## src/rtl/uart_rx_cfg_ctrl_pkg.sv

```systemverilog
`default_nettype none
// ============================================================================
//  Module   : uart_rx_cfg_ctrl_pkg
//  Purpose  : Shared types and constants for the UART receiver configuration
//             sequencer: FSM state encoding, legal prescale values, default
//             configuration and the configuration record.
//  Revision : 1.0 - initial release
// ============================================================================
package uart_rx_cfg_ctrl_pkg;

    typedef enum logic [1:0] {
        ST_IDLE    = 2'd0,
        ST_PENDING = 2'd1,
        ST_APPLY   = 2'd2
    } state_t;

    // Only these oversampling ratios are supported by the receiver.
    localparam logic [4:0] c_prescale_8  = 5'd8;
    localparam logic [4:0] c_prescale_16 = 5'd16;

    // Configuration driven out of reset.
    localparam int c_def_prescale = 8;
    localparam int c_def_par_en   = 0;
    localparam int c_def_par_typ  = 0;

    typedef struct packed {
        logic [4:0] prescale;
        logic       par_en;
        logic       par_typ;
    } cfg_t;

    function automatic logic prescale_is_valid(input logic [4:0] p);
        return (p == c_prescale_8) || (p == c_prescale_16);
    endfunction

endpackage
`default_nettype wire

```

## src/rtl/uart_rx_cfg_ctrl_line_idle_counter.sv

```systemverilog
`default_nettype none
// ============================================================================
//  Module   : uart_rx_cfg_ctrl_line_idle_counter
//  Purpose  : Counts consecutive clocks with the serial line high and flags a
//             quiet line once a full frame's worth of bit-times has elapsed.
//  Ports    : clk, rst_n      - clock, async active-low reset
//             rx_in           - serial line (synchronous to clk)
//             clear           - force the counter to zero (config applied)
//             prescale        - currently active oversampling ratio
//             quiet           - counter has reached IDLE_BITS*prescale
//  Revision : 1.0 - initial release
// ============================================================================
module uart_rx_cfg_ctrl_line_idle_counter #(
    parameter int IDLE_BITS = 11,
    parameter int CNT_W     = 10
) (
    input  logic       clk,
    input  logic       rst_n,
    input  logic       rx_in,
    input  logic       clear,
    input  logic [4:0] prescale,
    output logic       quiet
);

    localparam logic [CNT_W-1:0] c_idle_bits = CNT_W'(IDLE_BITS);
    localparam logic [CNT_W-1:0] c_one       = CNT_W'(1);

    logic [CNT_W-1:0] r_cnt;
    logic [CNT_W-1:0] w_thresh;

    // Threshold follows the active prescale; CNT_W is sized so it never wraps.
    assign w_thresh = c_idle_bits * CNT_W'(prescale);
    assign quiet    = (r_cnt == w_thresh);

    always_ff @(posedge clk or negedge rst_n) begin
        if (!rst_n) begin
            r_cnt <= '0;
        end else if (clear || !rx_in) begin
            r_cnt <= '0;
        end else if (r_cnt < w_thresh) begin
            r_cnt <= r_cnt + c_one;
        end
    end

endmodule
`default_nettype wire

```

## src/rtl/uart_rx_cfg_ctrl.sv

```systemverilog
`default_nettype none
// ============================================================================
//  Module   : uart_rx_cfg_ctrl
//  Purpose  : Configuration sequencer for the UART receiver. Accepts host
//             configuration writes at any time and commits them to the
//             receiver only at a safe point (quiet line, or byte delivered
//             with the line back at idle).
//  Ports    : clk, rst_n                 - clock, async active-low reset
//             cfg_wr, cfg_prescale,
//             cfg_par_en, cfg_par_typ    - host write strobe and payload
//             rx_in                      - serial line (monitor only)
//             data_valid                 - byte-complete pulse from receiver
//             prescale, par_en, par_typ  - active configuration to receiver
//             cfg_busy                   - write pending, not yet committed
//             cfg_ack                    - pulse when new config goes active
//             cfg_err                    - pulse when a write is rejected
//  Revision : 1.0 - initial release
// ============================================================================
module uart_rx_cfg_ctrl
    import uart_rx_cfg_ctrl_pkg::*;
#(
    parameter int RST_PRESCALE = c_def_prescale,
    parameter int RST_PAR_EN   = c_def_par_en,
    parameter int RST_PAR_TYP  = c_def_par_typ,
    parameter int IDLE_BITS    = 11,
    parameter int CNT_W        = 10
) (
    input  logic       clk,
    input  logic       rst_n,
    input  logic       cfg_wr,
    input  logic [4:0] cfg_prescale,
    input  logic       cfg_par_en,
    input  logic       cfg_par_typ,
    input  logic       rx_in,
    input  logic       data_valid,
    output logic [4:0] prescale,
    output logic       par_en,
    output logic       par_typ,
    output logic       cfg_busy,
    output logic       cfg_ack,
    output logic       cfg_err
);

    localparam cfg_t c_rst_cfg = '{
        prescale: 5'(RST_PRESCALE),
        par_en:   1'(RST_PAR_EN),
        par_typ:  1'(RST_PAR_TYP)
    };

    state_t r_state;
    cfg_t   r_cfg;
    cfg_t   r_shadow;
    logic   r_busy;
    logic   r_ack;
    logic   r_err;
    logic   r_hold;     // write arrived alongside a commit; resume PENDING

    logic   w_quiet;
    logic   w_wr_valid;
    logic   w_commit;
    logic   w_clear;
    cfg_t   w_wr_cfg;

    assign w_wr_cfg   = '{prescale: cfg_prescale, par_en: cfg_par_en, par_typ: cfg_par_typ};
    assign w_wr_valid = cfg_wr && prescale_is_valid(cfg_prescale);
    // A delivered byte only marks a safe point if the line is back at idle.
    assign w_commit   = (r_state == ST_PENDING) && (w_quiet || (data_valid && rx_in));
    // Restart idle detection so the threshold reflects the new prescale.
    assign w_clear    = (r_state == ST_APPLY);

    uart_rx_cfg_ctrl_line_idle_counter #(
        .IDLE_BITS (IDLE_BITS),
        .CNT_W     (CNT_W)
    ) u_idle_cnt (
        .clk      (clk),
        .rst_n    (rst_n),
        .rx_in    (rx_in),
        .clear    (w_clear),
        .prescale (r_cfg.prescale),
        .quiet    (w_quiet)
    );

    always_ff @(posedge clk or negedge rst_n) begin
        if (!rst_n) begin
            r_state  <= ST_IDLE;
            r_cfg    <= c_rst_cfg;
            r_shadow <= '0;
            r_busy   <= 1'b0;
            r_ack    <= 1'b0;
            r_err    <= 1'b0;
            r_hold   <= 1'b0;
        end else begin
            r_ack <= 1'b0;
            r_err <= cfg_wr && !prescale_is_valid(cfg_prescale);

            // Last valid write wins; a commit in the same cycle still sees
            // the old shadow value because of non-blocking update.
            if (w_wr_valid) begin
                r_shadow <= w_wr_cfg;
            end

            case (r_state)
                ST_IDLE: begin
                    if (w_wr_valid) begin
                        r_busy  <= 1'b1;
                        r_state <= ST_PENDING;
                    end
                end
                ST_PENDING: begin
                    if (w_commit) begin
                        r_cfg   <= r_shadow;
                        r_ack   <= 1'b1;
                        r_busy  <= 1'b0;
                        r_hold  <= w_wr_valid;
                        r_state <= ST_APPLY;
                    end
                end
                ST_APPLY: begin
                    r_hold <= 1'b0;
                    if (w_wr_valid || r_hold) begin
                        r_busy  <= 1'b1;
                        r_state <= ST_PENDING;
                    end else begin
                        r_state <= ST_IDLE;
                    end
                end
                default: begin
                    r_state <= ST_IDLE;
                end
            endcase
        end
    end

    assign prescale = r_cfg.prescale;
    assign par_en   = r_cfg.par_en;
    assign par_typ  = r_cfg.par_typ;
    assign cfg_busy = r_busy;
    assign cfg_ack  = r_ack;
    assign cfg_err  = r_err;

endmodule
`default_nettype wire

```

## config.mk

```make
export PLATFORM = sky130hd
export DESIGN_NAME = uart_rx_cfg_ctrl
export DESIGN_NICKNAME = d
export VERILOG_FILES = /design/src/rtl/uart_rx_cfg_ctrl_pkg.sv /design/src/rtl/uart_rx_cfg_ctrl_line_idle_counter.sv /design/src/rtl/uart_rx_cfg_ctrl.sv
export SDC_FILE = /design/constraint.sdc
export NUM_CORES = 1
export LEC_CHECK = 0
export BUFFER_PORTS_ARGS = -buffer_cell sky130_fd_sc_hd__buf_2
export CELL_PAD_IN_SITES_DETAIL_PLACEMENT = 1
export CELL_PAD_IN_SITES_GLOBAL_PLACEMENT = 2
export CORE_MARGIN = 1.5
export CORE_UTILIZATION = 43
export CTS_BUF_LIST = sky130_fd_sc_hd__clkbuf_8
export DETAILED_ROUTE_END_ITERATION = 12
export PLACE_DENSITY_LB_ADDON = 0.1
export SLEW_MARGIN = 25
export SYNTH_ARGS = -nofsm -noshare
export SYNTH_HDL_FRONTEND = slang
export SYNTH_SLANG_ARGS = --single-unit
```

## constraint.sdc

```tcl
create_clock -name clk -period 11.7 [get_ports clk]
set_clock_uncertainty 0.15 [all_clocks]
set_input_delay 1.755 -clock clk [delete_from_list [all_inputs] [get_ports clk]]
set_output_delay 1.755 -clock clk [all_outputs]
set_load 0.03 [all_outputs]
```

# Yosys cells after proc, flatten, opt, wreduce, memory -nomap -nowiden
# Cells that the tools add are included.
# totals
register_bits	30
inputBits	12
output_inout_bits	10
wordCells	55
# classes
add_sub_neg	1
multipliers	1
magnitude_cmp	1
eq_ne	8
mux	14
n_reduce_logical	18
# op_table
operator	count
10-bit 2-to-1 mux	2
10-bit by 1-bit adder with 10-bit output, second input constant	1
10-bit by 9-bit equality test with 1-bit output	1
10-bit by 9-bit less-than comparator with 1-bit output	1
4-bit by 5-bit multiplier with 9-bit output, first input constant	1
1-bit 2-to-1 mux	7
2-bit != test, second input constant	3
2-bit case mux with 3 select lines	1
2-bit AND reduction	3
5-bit by 4-bit equality test with 1-bit output, second input constant	1
5-bit equality test, second input constant	1
1-bit logical AND	4
1-bit logical OR	4
2-bit 2-to-1 mux	2
4-bit AND reduction	1
2-bit nonzero test	2
1-bit case mux with 3 select lines	1
3-bit nonzero test	1
2-bit by 1-bit equality test with 1-bit output, second input constant	1
2-bit equality test, second input constant	1
1-bit logical NOT	2
2-bit logical NOT	1
1-bit case mux with 2 select lines	1

# Depth between registers and ports, before layout
# depth
depth_word	6
ltp_mapped	16
ltp_nobuf	15

# Hierarchy
# Synthesis repeated with hierarchy kept, for this count alone.
# hier_totals
hier_cells	166
area_unflattened_um2	1879.3
# by_module_without_submodules
mod	n_inst	cells_each	area_each_um2
uart_rx_cfg_ctrl_line_idle_counter	1	114	1068.5
uart_rx_cfg_ctrl	1	52	810.8

# Worst setup path before layout
# OpenSTA, ideal clock, no wires.
# synth_path
kind	register -> register
from	register r_cfg (netlist bit prescale[3])
to	register u_idle_cnt.r_cnt[6]
setup_time_ns	0.080
arrival_ns	3.566
required_ns	11.470
path_slack_ns	7.904
stages_incl_launch_ff	14
n_path_buf	1
cell_sequence	dfstp_2 ha_1 fa_1 ha_1 a21oi_1 o21bai_1 a21o_1 a21oi_1 ha_1 a211oi_2 nand2_1 buf_2 or4_1 a21oi_1
# synth_via
elab_chain_cells	3
# synth_rtl
element	line	text
start: declaration	uart_rx_cfg_ctrl.sv:51	cfg_t r_cfg;
start signal: assignment	uart_rx_cfg_ctrl.sv:86	r_cfg <= c_rst_cfg;
start signal: assignment	uart_rx_cfg_ctrl.sv:111	r_cfg <= r_shadow;
4-bit by 5-bit multiplier with 9-bit output	uart_rx_cfg_ctrl_line_idle_counter.sv:32	assign w_thresh = c_idle_bits * CNT_W'(prescale);
10-bit by 9-bit less-than comparator with 1-bit output	uart_rx_cfg_ctrl_line_idle_counter.sv:40	end else if (r_cnt < w_thresh) begin
2-bit nonzero test (no source line)	-	
end signal: assignment	uart_rx_cfg_ctrl_line_idle_counter.sv:41	r_cnt <= r_cnt + c_one;
end: declaration	uart_rx_cfg_ctrl_line_idle_counter.sv:28	logic [CNT_W-1:0] r_cnt;
# Every way passes these cells.
# A chain may end at the register's enable or synchronous reset.

# Final worst setup path
# layout_path
from	register r_cfg (netlist bit prescale[3])
to	register u_idle_cnt.r_cnt[7]
# The elaborated chain is that of the path after synthesis.

==> metrics.csv <==
metric,value,unit
Final Setup Violations,0,
dominant synthesized flop cell,dfrtp_1,
startpoint types,flip-flop,
most common cell in the netlist,dfrtp_1,
Post-CTS Resized,0,
most frequent cells after synthesis,"29 x dfrtp_1, 24 x ha_1, 18 x a21oi_1, 14 x inv_1, 9 x nand2_1",
final setup TNS,0,ns
Worst R2R Setup Slack,7.56,ns
Worst-Margin Slew,0.7610,ns
r2r endpoint,u_idle_cnt.r_cnt[7],
Max IR drop VDD,0.07745,mV
share of the synthesized area in the top cell type,38.49,%
cts bufs inserted,5,
Post-DRT Antenna Nets,0,
Overflow after GRT,0,
Max-slew headroom,48.93,%
Remaining DRCs,0,
worst hold-check path type,reg2reg,
worst flop-to-flop path startpoint,prescale[3],
syn_area_per_cell,10.96,um2
Longest Clk Path Bufs,2,
die height,69.22,um
Final HPWL DP,3.211,mm
Layout Nets,235,
Clock transition at path regs,0.07,ns
Synth cell types,41,
Routed WL per cell,16.76,um
Final Slew Violations,0,
via count,1405,
routed vias/inst,5.688,
PortBufs,21,
RSZ-0062 raised after global routing,no,
worst path arrival time,4.20,ns
Synth Warn #,0,
FMAX,241.8,MHz
flip-flop and latch area,752.0,um2
diode count,0,
number of global-route vias before repair,1514,
share of layout cells above drive strength 1,20.81,%
Yosys top cell by area,dfrtp_1,
detailed router's first-iteration violation count,42,
register area share after synthesis,39.88,%
Post-synth EDFFs,0,
asr flop ratio synth,100.0,%
total wire length,4.140,mm
die area,4791,um2
CTS H-tree depth,2,
hold_buf cts,0,
minimum clock period after layout,4.135,ns
Mapped Nets,210,
GP Congestion,0.7479,
worst setup path startpoint,prescale[3],
#FFs+latches synth,30,
PnR worst setup slack,7.565,ns
Max Cap Viol,0,
Die Width,69.22,um
Mapped Cells,172,
initial antenna violation count,0,
Ports,22,
area of the multi-input gates,1061,um2
root buf cell,clkbuf_8,
largest net degree at the start of global routing,31,
later-pin clock latency in the skew report,0.29,ns
CTS sink cnt,30,
PwrDens,184.8,nW/um2
status,"finished, final reports clean",
dpl ws,7.562,ns
Post-Synthesis Cell Area,1886,um2
CTS tree,yes,
Initial Utilization,45.82,%
Synth area leaders,"dfrtp_1 38%, ha_1 16%, a21oi_1 4.8%",
first-pass GRT wire length,7.286,mm
TritonRoute pass-1 iters,4,
site row count,23,
Fin Hold WS,0.3366,ns
CP Capture Point,u_idle_cnt.r_cnt[7],
Leak Pwr,1.076,nW
"critical path fanouts, max",12,
worst r2r path cells,13,
Fin. Hold Viols,0,
Critical Setup Path Class,reg2reg,
Worst EP required,11.76,ns
postcts setup bufs,0,
core area,4115,um2
GRT Total Usage,19.11,%
Filler Cells Inserted,473,
critical path endpoint category,flip-flop,
final period utilization,35.34,%
P&R area growth vs syn,12.01,%
-- state kept, by name (all words and copies together) (netlist names) --
name,cells
par_typ,1
cfg_ack,1
r_state,2
par_en,1
r_hold,1
u_idle_cnt.r_cnt,10
cfg_err,1
r_shadow,7
cfg_busy,1
prescale,5
-- logic make-up (layout without fill, tap and decap cells) --
| kind of cell | count (synthesis) | in the layout | synth area share (%) |
|---|---|---|---|
| AOI/OAI and AO/OA | 43 | 43 | 16.12 |
| and+or+nand+nor | 41 | 41 | 13.80 |
| DFF | 30 | 30 | 39.88 |
| adders and majority gates | 26 | 26 | 18.05 |
| buffers and inverters | 17 | 42 | 3.848 |
| muxes | 10 | 10 | 5.972 |
| xor gates and xnor gates | 5 | 5 | 2.323 |
-- how the worst min path moves through the flow --
stage,from,end,cells after the start
global route,r_shadow[4],r_shadow[4],1
detailed placement,r_shadow[4],r_shadow[4],1
CTS,r_shadow[4],r_shadow[4],1
floorplan,r_shadow[6],r_shadow[6],2
global placement,r_shadow[6],r_shadow[6],2
finish,r_shadow[4],r_shadow[4],1
-- power by group --
part / internal, mW / switching, mW / total, mW
Sequential: 0.121 / 0.0161 / 0.137
Clock: 0.0398 / 0.0391 / 0.0789
Combinational: 0.0682 / 0.106 / 0.175
Total: 0.229 / 0.162 / 0.390
-- placed cells by master (no fill, tap or decap), types with 2 or more instances in the layout --
cell | netlist | layout
clkinv_2 | 0 | 2
mux2_1 | 7 | 7
dfrtp_1 | 29 | 29
nand3_1 | 8 | 8
xor2_1 | 2 | 2
a21oi_1 | 18 | 18
o31ai_1 | 6 | 6
ha_1 | 24 | 24
o21bai_1 | 2 | 2
or4_1 | 6 | 6
o21ai_0 | 2 | 2
nor2b_1 | 2 | 2
xnor2_1 | 3 | 3
a21o_1 | 3 | 3
nand4_1 | 2 | 2
inv_1 | 14 | 14
and2_1 | 4 | 4
mux2_2 | 3 | 3
nand2_1 | 9 | 9
fa_1 | 2 | 2
clkbuf_8 | 0 | 5
and3_1 | 3 | 3
o21ai_1 | 3 | 3
buf_2 | 1 | 21
-- worst max-delay path, cell delays in order, from the launching register on --
cell and delay (ns):
dfstp_2 0.57, ha_1 0.26, fa_1 0.46, ha_1 0.35
a21oi_1 0.17, o21bai_1 0.11, a21o_1 0.19, a21oi_1 0.14
ha_1 0.28, a211oi_2 0.21, nand2_1 0.26, or2_1 0.34
or4_1 0.41, a21oi_1 0.15
-- per-layer routing --
layer	vias up	GRT usage, %	part of all wire (%)
li1	681	-	-
met1	695	23.16	45
met2	21	33.33	50
met3	8	3.924	2.9
met4	0	7.190	1.8
met5	-	0	0
-- through the flow --
stage	util [%]	area (um2)	total power [mW]	cells
after global routing	51.32	2112	0.4212	247
after floorplan	-	1886	0.2783	172
after global placement	49.41	2033	0.3054	240
final	51.32	2112	0.3904	247
after detailed placement	49.41	2033	0.3148	240
after CTS	51.32	2112	0.3951	247
-- final cells by class --
type                    instances  area share (%)
clock buffers                   5           3.258
clock inverters                 2          0.4739
inverters                      14           2.488
multi-input cells             125           50.24
flip-flops and latches         30           35.60
well taps                      50           2.962
repair buffers                 21           4.976
Power figures use the tool's default switching activity.
